==> src/rtl/sad_trig_pkg.sv <==
// Shared types and default field widths for the SAD trigger qualifier.
package sad_trig_pkg;

   localparam int unsigned DefDelayBits   = 16;
   localparam int unsigned DefWidthBits   = 8;
   localparam int unsigned DefHoldoffBits = 16;
   localparam int unsigned DefCountBits   = 16;

   typedef enum logic [2:0] {
      StIdle    = 3'd0,
      StArmed   = 3'd1,
      StDelay   = 3'd2,
      StPulse   = 3'd3,
      StHoldoff = 3'd4,
      StDone    = 3'd5
   } state_e;

   // States in which a new SAD edge cannot be serviced and is counted as missed.
   function automatic logic is_busy(state_e s);
      return s inside {StDelay, StPulse, StHoldoff};
   endfunction

endpackage

==> src/rtl/sad_trig_downcounter.sv <==
// Loadable down-counter that stops at zero and flags it.
module sad_trig_downcounter #(
   parameter int unsigned Width = 16
) (
   input  logic             clk_i,
   input  logic             rst_ni,
   input  logic             load_i,
   input  logic [Width-1:0] load_val_i,
   input  logic             dec_i,
   output logic             zero_o
);

   logic [Width-1:0] count_q;

   always_ff @(posedge clk_i or negedge rst_ni) begin
      if (!rst_ni) begin
         count_q <= '0;
      end else if (load_i) begin
         count_q <= load_val_i;
      end else if (dec_i && (count_q != '0)) begin
         count_q <= count_q - Width'(1);
      end
   end

   assign zero_o = (count_q == '0);

endmodule

==> src/rtl/sad_trigger_qualifier.sv <==
// Qualifies the raw SAD match trigger into a delayed, stretched, rate-limited scope trigger
// with saturating issued/missed counters.
module sad_trigger_qualifier
   import sad_trig_pkg::*;
#(
   parameter int unsigned pDELAY_BITS   = DefDelayBits,
   parameter int unsigned pWIDTH_BITS   = DefWidthBits,
   parameter int unsigned pHOLDOFF_BITS = DefHoldoffBits,
   parameter int unsigned pCOUNT_BITS   = DefCountBits
) (
   input  logic                     clk_adc,
   input  logic                     reset_n,
   input  logic                     arm_i,
   input  logic                     sad_trigger_i,
   input  logic [pDELAY_BITS-1:0]   cfg_delay,
   input  logic [pWIDTH_BITS-1:0]   cfg_width,
   input  logic [pHOLDOFF_BITS-1:0] cfg_holdoff,
   input  logic [pCOUNT_BITS-1:0]   cfg_max_triggers,
   output logic                     trigger_o,
   output logic                     armed_o,
   output logic                     done_o,
   output logic [pCOUNT_BITS-1:0]   trig_count_o,
   output logic [pCOUNT_BITS-1:0]   missed_count_o
);

   state_e state_q, state_d;

   logic arm_q, sad_q;
   logic arm_rise, sad_rise;
   logic trigger_q, armed_q, done_q;
   logic ev_load, dly_dec, wid_dec, hld_dec;
   logic dly_zero, wid_zero, hld_zero;
   logic pulse_first, limit_hit;

   logic [pDELAY_BITS-1:0] dly_load_val;
   logic [pWIDTH_BITS-1:0] wid_load_val;
   logic [pCOUNT_BITS-1:0] trig_count_q, trig_count_d;
   logic [pCOUNT_BITS-1:0] missed_count_q, missed_count_d;

   assign arm_rise = arm_i & ~arm_q;
   assign sad_rise = sad_trigger_i & ~sad_q;

   // Delay and width count down to zero inclusive, so load one less than the cycle count.
   assign dly_load_val = cfg_delay - pDELAY_BITS'(1);
   assign wid_load_val = (cfg_width == '0) ? '0 : cfg_width - pWIDTH_BITS'(1);

   // trigger_q lags the state by one cycle, so it is still low in the first PULSE cycle.
   assign pulse_first = (state_q == StPulse) & ~trigger_q;
   assign limit_hit   = (cfg_max_triggers != '0) && (trig_count_d == cfg_max_triggers);

   sad_trig_downcounter #(
      .Width(pDELAY_BITS)
   ) u_delay_cnt (
      .clk_i     (clk_adc),
      .rst_ni    (reset_n),
      .load_i    (ev_load),
      .load_val_i(dly_load_val),
      .dec_i     (dly_dec),
      .zero_o    (dly_zero)
   );

   sad_trig_downcounter #(
      .Width(pWIDTH_BITS)
   ) u_width_cnt (
      .clk_i     (clk_adc),
      .rst_ni    (reset_n),
      .load_i    (ev_load),
      .load_val_i(wid_load_val),
      .dec_i     (wid_dec),
      .zero_o    (wid_zero)
   );

   // Holdoff keeps the raw value so its zero flag tells PULSE whether holdoff is enabled.
   sad_trig_downcounter #(
      .Width(pHOLDOFF_BITS)
   ) u_holdoff_cnt (
      .clk_i     (clk_adc),
      .rst_ni    (reset_n),
      .load_i    (ev_load),
      .load_val_i(cfg_holdoff),
      .dec_i     (hld_dec),
      .zero_o    (hld_zero)
   );

   always_comb begin
      trig_count_d   = trig_count_q;
      missed_count_d = missed_count_q;
      if ((state_q == StIdle) && arm_rise) begin
         trig_count_d   = '0;
         missed_count_d = '0;
      end else begin
         if (pulse_first && (trig_count_q != '1)) begin
            trig_count_d = trig_count_q + pCOUNT_BITS'(1);
         end
         if (sad_rise && is_busy(state_q) && (missed_count_q != '1)) begin
            missed_count_d = missed_count_q + pCOUNT_BITS'(1);
         end
      end
   end

   always_comb begin
      state_d = state_q;
      ev_load = 1'b0;
      dly_dec = 1'b0;
      wid_dec = 1'b0;
      hld_dec = 1'b0;
      unique case (state_q)
         StIdle: begin
            if (arm_rise) state_d = StArmed;
         end
         StArmed: begin
            if (sad_rise) begin
               ev_load = 1'b1;
               state_d = (cfg_delay != '0) ? StDelay : StPulse;
            end
         end
         StDelay: begin
            if (dly_zero) state_d = StPulse;
            else          dly_dec = 1'b1;
         end
         StPulse: begin
            if (!wid_zero) begin
               wid_dec = 1'b1;
            end else if (limit_hit) begin
               state_d = StDone;
            end else if (!hld_zero) begin
               state_d = StHoldoff;
               hld_dec = 1'b1;
            end else begin
               state_d = StArmed;
            end
         end
         StHoldoff: begin
            if (hld_zero) state_d = StArmed;
            else          hld_dec = 1'b1;
         end
         StDone: begin
            state_d = StDone;
         end
         default: begin
            state_d = StIdle;
         end
      endcase
      if ((state_q != StIdle) && !arm_i) state_d = StIdle;
   end

   always_ff @(posedge clk_adc or negedge reset_n) begin
      if (!reset_n) begin
         state_q        <= StIdle;
         arm_q          <= 1'b0;
         sad_q          <= 1'b0;
         trigger_q      <= 1'b0;
         armed_q        <= 1'b0;
         done_q         <= 1'b0;
         trig_count_q   <= '0;
         missed_count_q <= '0;
      end else begin
         state_q        <= state_d;
         arm_q          <= arm_i;
         sad_q          <= sad_trigger_i;
         // Gating with arm_i drops the outputs on the same edge an abort returns to IDLE.
         trigger_q      <= (state_q == StPulse) & arm_i;
         armed_q        <= (state_q inside {StArmed, StDelay, StPulse, StHoldoff}) & arm_i;
         done_q         <= (state_q == StDone) & arm_i;
         trig_count_q   <= trig_count_d;
         missed_count_q <= missed_count_d;
      end
   end

   assign trigger_o      = trigger_q;
   assign armed_o        = armed_q;
   assign done_o         = done_q;
   assign trig_count_o   = trig_count_q;
   assign missed_count_o = missed_count_q;

endmodule

==> config.mk <==
export PLATFORM = sky130hd
export DESIGN_NAME = sad_trigger_qualifier
export DESIGN_NICKNAME = d
export VERILOG_FILES = /design/src/rtl/sad_trig_pkg.sv /design/src/rtl/sad_trig_downcounter.sv /design/src/rtl/sad_trigger_qualifier.sv
export SDC_FILE = /design/constraint.sdc
export NUM_CORES = 1
export LEC_CHECK = 0
export ABC_AREA = 1
export CORE_MARGIN = 1.5
export CORE_UTILIZATION = 30
export DETAILED_ROUTE_END_ITERATION = 8
export DONT_BUFFER_PORTS = 1
export SETUP_SLACK_MARGIN = 0.3
export SLEW_MARGIN = 20
export SYNTH_ARGS = -nofsm -noshare
export SYNTH_HDL_FRONTEND = slang
export SYNTH_SLANG_ARGS = --single-unit
export TNS_END_PERCENT = 20
==> constraint.sdc <==
create_clock -name clk_adc -period 3.2 [get_ports clk_adc]
set_clock_uncertainty 0.05 [all_clocks]
set_input_delay 0.16 -clock clk_adc [delete_from_list [all_inputs] [get_ports clk_adc]]
set_output_delay 0.16 -clock clk_adc [all_outputs]
set_load 0.005 [all_outputs]
==> qor.yml <==
synthesis:
  async_reset_ff_frac: 1.00
  yosys_register_bits: 80
  syn-num-nets: 929
  yosysWarningCount: 0
  synth_cell_type_count: 44
  syn_area_um2: 5650
  synth_most_common_cell: "nand2_1"
  synthCells: 862
  synth-edff-count: 0
  postSynthAreaPerCell_um2: 6.55
  ys.flop_type: "dfrtp_1"
  yosysSeqAreaShare: 0.354
  yosysTopAreaCell: "dfrtp_1"
  synth.area.top_cells: "dfrtp_1 (35%), nand2_1 (16%), inv_1 (9.2%), nor2_1 (6.4%), nand3_1 (5.9%)"
  synth_top_cell_area_share: 0.354
  ys_top_cells_by_count: "nand2_1 (234), inv_1 (138), nor2_1 (97)"
critical_path:
  crit_chain: "nor3_4 > nand2_4 > o21a_1 > inv_1 > ha_1 > inv_1 > nor2_1 > inv_1 > nor2_2 > nand4_1 > xor2_1 > nand2_1 > o21ai_0"
  cp_common_cell: "inv_1"
  cp.required_ns: 3.37
  crit_path_max_fanout: 15
  endpoint_kind: "flop"
  worst_setup_path_start_kind: "flop"
  path_class: "reg2reg"
  crit_buf_inv: 3
  critPathSlowestCell: "dfrtp_1"
  crit_family: "simple AND/OR/NAND/NOR gates"
  critPathArrivalTime_ns: 2.80
  slowest_delay_ns: 0.52
clock_network:
  cts-root-buf: "clkbuf_16"
  htreeDepth: 3
  tritoncts: "yes"
  clk_path_buf_depth: 2
  clk_pin_slew_ns: 0.06
  cts_buffers: 9
  cts_sinks: 80
  clock_latency_ns: 0.35
sta:
  hold_viol: 0
  max_slew_margin: 0.651
  fin_setup_tns_ns: 0
  setup_viol_count_final: 0
  period_needed_ns: 2.64
  max_freq_mhz: 379
  min_period_over_period: 0.824
  rsz0062_at_grt: "true"
  fin_ws_ns: 0.565
  holdWs_ns: 0.00544
  worst_pin_slew_ns: 0.519
  final-max-slew-violation-count: 0
global_routing:
  grt_usage: 0.160
  antenna_found_initial: 0
  grt_max_degree: 81
  grt_pass1_vias: 5211
  grt_pass1_wl_mm: 25.2
  grt_overflow: 0
placed_design:
  dp.cells: 1085
  dp_hpwl_mm: 11.3
  pre_cts_ws_ns: 0.339
  numPortBuffers: 0
  place_area_um2: 5930
  globalplace.congestion: 0.919
power:
  leakage_nw: 3.21
  power_density_nw_per_um2: 702
  total_power_mw: 4.54
  ir_worst_vdd_mv: 0.301
routing:
  wl_met1_mm: 6.88
  postRouteAntennaNets: 0
  drtIter0Drc: 310
  wire_per_inst_um: 13.7
  drtPass1Iterations: 4
  drc: 0
  routed_wl_mm: 15.2
  vias: 5405
  top_layer: "met4"
  wl_met2_mm: 6.91
  via_per_inst: 4.84
  route.met3.wl_mm: 1.25
outcome:
  status: "complete, no violations"
final_layout:
  antenna_cells: 0
  seqCellArea_um2: 2010
  final_cell_area_um2: 6460
  area_growth_pct: 14.4
  multiInputGateArea_um2: 3060
  fillers: 1912
  fin_util: 0.355
  final_nets: 950
  drive_gt1_frac: 0.0812
  finalNonFillerCells: 1116
floorplanning:
  num_rows: 49
  start_util: 0.310
  fp.dieH_um: 140
  io_pins: 95
  die-width_um: 140
  die-area_um2: 19700
  core_area_um2: 18200
hold_path:
  hold_class: "in2reg"
flow_run:
  maxCapViolations: 0
[report_power, final]
group | switching (mW) | internal, mW
logic | 1.21 | 0.687
clock network | 0.425 | 0.662
registers | 0.253 | 1.29
total | 1.89 | 2.64
[placed cells by master (no fill, tap or decap), types with 3 or more instances in the layout]
master / instances
dfrtp_1: 76
clkbuf_16: 9
o21a_1: 4
nand4_1: 23
inv_2: 5
dlygate4sd3_1: 12
nand3_1: 67
a21oi_1: 27
dfrtp_2: 4
clkbuf_8: 3
xnor2_1: 6
nor3_4: 3
nor3_1: 16
o21ai_1: 10
nor4_1: 12
xor2_1: 15
o31ai_1: 3
inv_1: 137
ha_1: 6
nor2_2: 12
a31oi_1: 7
nand2_1: 234
nor2_1: 91
o21ai_0: 58
buf_4: 14
[cells by family after synthesis]
| group | Yosys count | share of synthesized area |
|---|---|---|
| simple gates | 474 | 0.371 |
| fa+ha+maj | 7 | 0.0155 |
| buf+inv | 161 | 0.112 |
| flops | 80 | 0.354 |
| xor+xnor | 21 | 0.0326 |
| compound gates | 119 | 0.115 |
[final cells by class]
class,instances,share of cell area
multi-input combinational,621,0.474
sequential,80,0.311
inverter,144,0.0846
tap,229,0.0443
clock buffer,12,0.0412
timing repair buffer,27,0.0391
clock inverter,3,0.00620
[sequential cells by signal, indices dropped and copies added, names as in the netlist]
register,cells
arm_q,1
armed_o,1
done_o,1
missed_count_o,16
sad_q,1
state_q,3
trig_count_o,16
trigger_o,1
u_delay_cnt.count_q,16
u_holdoff_cnt.count_q,16
u_width_cnt.count_q,8
[metal layers]
metal  global-route usage  up-vias
li1                     -     2812
met3               0.0557       20
met5                    0        -
met4               0.0438        0
met1                0.199     2416
met2                0.264      157
[final timing paths]
path                                                    start                                    to  slack, ns  cells after the start
max in group asynchronous                             reset_n             trig_count_o[0]$_DFF_PN0_       2.44                      2
hold reg to reg            u_delay_cnt.count_q[8]$_DFFE_PN0P_    u_delay_cnt.count_q[8]$_DFFE_PN0P_       0.43                      2
min in group asynchronous                             reset_n  u_holdoff_cnt.count_q[1]$_DFFE_PN0P_       0.32                      2
hold / removal                                 cfg_holdoff[2]  u_holdoff_cnt.count_q[2]$_DFFE_PN0P_      0.005                      4
setup / recovery                       state_q[2]$_DFFE_PN0P_   u_delay_cnt.count_q[12]$_DFFE_PN0P_       0.56                     13
setup reg to reg                       state_q[2]$_DFFE_PN0P_   u_delay_cnt.count_q[12]$_DFFE_PN0P_       0.56                     13
[repair_timing]
item | 4_1_cts | 5_1_grt
resized for setup | 0 | 21
hold buffers | 13 | 0
setup buffers | 0 | 3
setup endpoints to repair | 0 | 29
hold endpoints to repair | 91 | 0
[worst register-to-register path, stage by stage (launching register included)]
cell and delay, ns:
dfrtp_1 0.52, nor3_4 0.33, nand2_4 0.18, o21a_1 0.23, inv_1 0.07, ha_1 0.19
inv_1 0.07, nor2_1 0.19, inv_1 0.12, nor2_2 0.13, nand4_1 0.11, xor2_1 0.17
nand2_1 0.06, o21ai_0 0.09
(Power assumes the default switching activity.)
